<file path="src/rtl/gray_seq_pkg.sv">
// Shared types, default widths and Gray conversion helper for the Gray sequencing arbiter.
package gray_seq_pkg;

    typedef enum logic [1:0] {IDLE, RUN, DONE} state_t;

    localparam int unsigned W_DEF     = 3;
    localparam int unsigned LEN_W_DEF = 4;

    // Bit i of the binary value is the XOR of all Gray bits at position i and above.
    function automatic logic [31:0] gray_to_bin(input logic [31:0] g);
        logic [31:0] b;
        b = '0;
        for (int unsigned i = 0; i < 32; i++) begin
            b[i] = ^(g >> i);
        end
        return b;
    endfunction

endpackage

</file>
<file path="src/rtl/gray_seq_arbiter_gray_next.sv">
// Combinational W-bit Gray successor: Gray -> binary, +1 mod 2^W, binary -> Gray.
module gray_next
    import gray_seq_pkg::*;
#(
    parameter int unsigned W = W_DEF
) (
    input  logic [W-1:0] gray_in,
    output logic [W-1:0] gray_out
);

    logic [W-1:0] bin;
    logic [W-1:0] bin_inc;

    always_comb begin
        bin      = W'(gray_to_bin(32'(gray_in)));
        bin_inc  = bin + W'(1);
        gray_out = bin_inc ^ (bin_inc >> 1);
    end

endmodule

</file>
<file path="src/rtl/gray_seq_arbiter.sv">
// Round-robin arbiter that loads and steps the shared Gray counter for two requesters,
// reporting completion, abort and wrap-around.
module gray_seq_arbiter
    import gray_seq_pkg::*;
#(
    parameter int unsigned W     = W_DEF,
    parameter int unsigned LEN_W = LEN_W_DEF
) (
    input  logic             clock,
    input  logic             reset,
    input  logic             req0,
    input  logic             req1,
    input  logic [W-1:0]     start0,
    input  logic [W-1:0]     start1,
    input  logic [LEN_W-1:0] len0,
    input  logic [LEN_W-1:0] len1,
    output logic             gnt0,
    output logic             gnt1,
    output logic [W-1:0]     gray,
    output logic             busy,
    output logic             done,
    output logic             aborted,
    output logic             wrap
);

    state_t           state;
    logic [LEN_W-1:0] rem;
    logic             ptr;
    logic             owner;
    logic             win_sel;
    logic             owner_req;
    logic [W-1:0]     sel_start;
    logic [LEN_W-1:0] sel_len;
    logic [W-1:0]     gray_step;

    // win_sel = 1 selects requester 1; the pointer's favourite wins only if it is asking.
    always_comb begin
        win_sel   = ptr ? req1 : ~req0;
        sel_start = win_sel ? start1 : start0;
        sel_len   = win_sel ? len1 : len0;
        owner_req = owner ? req1 : req0;
    end

    assign busy = (state != IDLE);

    gray_next #(.W(W)) u_gray_next (
        .gray_in  (gray),
        .gray_out (gray_step)
    );

    always_ff @(posedge clock or posedge reset) begin
        if (reset) begin
            state   <= IDLE;
            gray    <= '0;
            rem     <= '0;
            ptr     <= 1'b0;
            owner   <= 1'b0;
            gnt0    <= 1'b0;
            gnt1    <= 1'b0;
            done    <= 1'b0;
            aborted <= 1'b0;
            wrap    <= 1'b0;
        end else begin
            wrap <= 1'b0;
            case (state)
                IDLE: begin
                    if (req0 || req1) begin
                        owner <= win_sel;
                        gnt0  <= ~win_sel;
                        gnt1  <= win_sel;
                        gray  <= sel_start;
                        rem   <= sel_len;
                        ptr   <= ~win_sel;
                        if (sel_len == '0) begin
                            state <= DONE;
                            done  <= 1'b1;
                        end else begin
                            state <= RUN;
                        end
                    end
                end
                RUN: begin
                    if (owner_req) begin
                        gray <= gray_step;
                        rem  <= rem - LEN_W'(1);
                        wrap <= (gray_step == '0);
                        if (rem == LEN_W'(1)) begin
                            state <= DONE;
                            done  <= 1'b1;
                        end
                    end else begin
                        state   <= DONE;
                        done    <= 1'b1;
                        aborted <= 1'b1;
                    end
                end
                DONE: begin
                    gnt0    <= 1'b0;
                    gnt1    <= 1'b0;
                    done    <= 1'b0;
                    aborted <= 1'b0;
                    state   <= IDLE;
                end
                default: state <= IDLE;
            endcase
        end
    end

endmodule

</file>
<file path="config.mk">
export PLATFORM = sky130hd
export DESIGN_NAME = gray_seq_arbiter
export DESIGN_NICKNAME = d
export VERILOG_FILES = /design/src/rtl/gray_seq_pkg.sv /design/src/rtl/gray_seq_arbiter_gray_next.sv /design/src/rtl/gray_seq_arbiter.sv
export SDC_FILE = /design/constraint.sdc
export NUM_CORES = 1
export LEC_CHECK = 0
export ABC_AREA = 1
export CAP_MARGIN = 40
export CELL_PAD_IN_SITES_DETAIL_PLACEMENT = 1
export CELL_PAD_IN_SITES_GLOBAL_PLACEMENT = 2
export CORE_UTILIZATION = 28
export CTS_CLUSTER_SIZE = 16
export DETAILED_ROUTE_END_ITERATION = 12
export PLACE_DENSITY = 0.9
export SLEW_MARGIN = 20
export SYNTH_ARGS = -nofsm -noshare
export SYNTH_HDL_FRONTEND = slang
export SYNTH_HIERARCHICAL = 1
export SYNTH_SLANG_ARGS = --single-unit
</file>
<file path="constraint.sdc">
create_clock -name clock -period 2.9 [get_ports clock]
set_input_delay 0.29 -clock clock [delete_from_list [all_inputs] [get_ports clock]]
set_output_delay 0.29 -clock clock [all_outputs]
set_load 0.03 [all_outputs]
</file>
==> results.toml <==
[status]
status = "finished clean"

[sta]
relSlewSlack_pct = 57.8
finalCritPeriodShare_pct = 66.1
fin_skew_ns = 0.00380
worstMarginPinSlew_ns = 0.632
rsz0062_at_grt = "false"
maxSlewViolCount = 0
setup_slack_ns = 0.982
max_freq_ghz = 0.521
hold_viol = 0
setup_viol = 0
finalSetupTns_ns = 0
fin_crit_ns = 1.92

[layout]
fin_nets = 181
n_fill_cell = 441
area_growth_pct = 34.4
antennaDiodeCount = 0
drive_above_1_share_pct = 11.9

[detailed_routing]
vias = 971
wl_per_cell_um = 12.6
drt-total-wl_mm = 2.60
viasPerCell = 4.71
first_pass_iters = 4
drtIter0Drc = 13
drc_errors = 0
drtAntennaViolNets = 0

[worst_setup_path]
regToRegStartpoint = "state[1]"
cp-startpoint = "state[1]"
worstPathRequired_ns = 2.61
worst_setup_path_start_kind = "flop"
crit_type = "reg -> out"
cp_cell_sequence = "nor2_2 -> inv_1 -> clkdlybuf4s50_1"
cp_top_family = "buffers and inverters"
cp_max_fo = 4
max_stage_delay_ns = 0.60
cp-end-kind = "output port"
ff2ff_path_depth = 6
crit_arrival_ns = 1.63
path_buf_inv = 2
r2r_end = "rem[1]"
critPathSlowestCell = "clkdlybuf4s50_1"
rrSetupSlack_ns = 1.43

[floorplan]
dieHeight_um = 61.2
die_area_um2 = 3740
rows = 21
core_um2 = 3340
io_pins = 27
die_x_um = 61.2
start_util_pct = 29.4

[global_route]
grt_pass1_wl_mm = 4.33
grt_max_degree = 17
antenna_found_initial = 0
grt_overflow = 0
grt_pass1_vias = 936
grtUsageTotal_pct = 15.6

[cts]
htree_levels = 1
root_buffer = "clkbuf_4"
cts_tree = "done"
cts.path.max_buffers = 2
postCtsHoldBufs = 0
cts_buffers = 3
cts_resized = 0
cts_sinks = 16
post-cts-setup-buffers = 0
clk_latency_ns = 0.28
clk_pin_slew_ns = 0.10

[synthesis]
ys_warn_count = 6
ys_ff_latch = 16
syn_area_per_cell_um2 = 7.43
synth_nets = 152
synth.cell_area_um2 = 981
ys_seq_area_share_pct = 40.8
syn_inst = 132
netlist-cell-type-count = 23

[placed_design]
pre_cts_slack_ns = 1.04
post-dp-hpwl_mm = 2.10
port_buffers = 26
gp_congestion = 0.829

[power]
leakagePower_nw = 0.648
pwr_density_cell_nw_per_um2 = 1110
peakVddDrop_v = 0.000333

[run]
drv_cap = 0

[hold_path]
hp-class = "in -> async"
[cells in the final DEF (no fill, tap or decap), drive strengths merged]
cell type,synthesis,final
inv,19,19
xor2,1,1
clkdlybuf4s50,0,26
clkbuf,0,4
dfrtp,16,16
nor4,1,1
nand3,20,20
o21ai,9,9
a31oi,1,1
nor2,13,13
nand2,39,39
a21oi,3,3
o211ai,4,4
o22ai,2,2
ha,2,2
[registers in the layout, indices dropped and copies added, names as in the netlist]
name	count
aborted	1
done	1
gnt0	1
gnt1	1
gray	3
owner	1
ptr	1
rem	4
state	2
wrap	1
[through the flow]
| stage | util [%] | cell area [um2] | hold slack, ns | instances | power [mW] |
|---|---|---|---|---|---|
| after floorplan | - | 981 | 0.204 | 132 | 1.06 |
| after global placement | 38.4 | 1280 | 0.455 | 202 | 1.29 |
| after detailed placement | 38.4 | 1280 | 0.476 | 202 | 1.33 |
| after CTS | 39.5 | 1320 | 0.400 | 206 | 1.48 |
| after global routing | 39.5 | 1320 | 0.436 | 206 | 1.61 |
| final | 39.5 | 1320 | 0.380 | 206 | 1.46 |
[kinds of logic after synthesis]
kind of cell    count (synthesis)  share of synthesized area (%)
compound gates                 19                           12.5
flops                          16                           40.8
buf+inv                        21                           8.93
simple gates                   73                           34.3
xor+xnor                        1                          0.893
fa+ha+maj                       2                           2.55
[report_power, final]
| part | internal (mW) | switching, mW |
|---|---|---|
| combinational | 0.328 | 0.557 |
| sequential | 0.332 | 0.0956 |
| clock | 0.0763 | 0.0723 |
[routing by layer]
metal | vias to the layer above | wire, um | track usage [%] | part of all wire [%]
li1 | 485 | - | - | -
met1 | 462 | 1200 | 21.7 | 46
met2 | 22 | 1270 | 25.5 | 49
met3 | 2 | 106 | 2.52 | 4.1
met4 | 0 | 17 | 3.25 | 0.66
met5 | - | 0 | 0 | 0
[synthesized netlist by cell type]
cell type	instances	share of area, %
o21ai_0	1	0.51
o22ai_1	1	0.64
o211ai_1	4	3.1
nor4_1	1	0.64
nor2_1	11	4.2
buf_6	1	1.1
ha_1	2	2.6
inv_2	4	1.5
xor2_1	1	0.89
nor2_2	1	0.64
nand2_2	4	2.6
o21ai_1	6	3.1
nand2_4	2	2.3
o22ai_2	1	1.3
a31oi_1	1	0.64
dfrtp_1	16	41
buf_2	1	0.51
inv_1	15	5.7
nor2_4	1	1.1
nand2_1	33	13
nand3_1	20	10
a21oi_1	3	1.5
o21ai_2	2	1.8
[layout make-up]
class | instances | area (um2) | share of cell area, %
Clock buffer | 4 | 36.3 | 2.75
Inverter | 19 | 71.3 | 5.41
Multi-Input combinational cell | 95 | 493 | 37.4
Sequential cell | 16 | 400 | 30.4
Tap cell | 46 | 57.6 | 4.36
Timing Repair Buffer | 26 | 260 | 19.7
[worst max-delay path by stage]
stage / endpoint / depth (start not counted)
final: busy / 3
after CTS: busy / 3
after global routing: busy / 3
after global placement: done / 10
after floorplan: gray[1] / 6
after detailed placement: done / 10
Power figures use the tool's default switching activity.
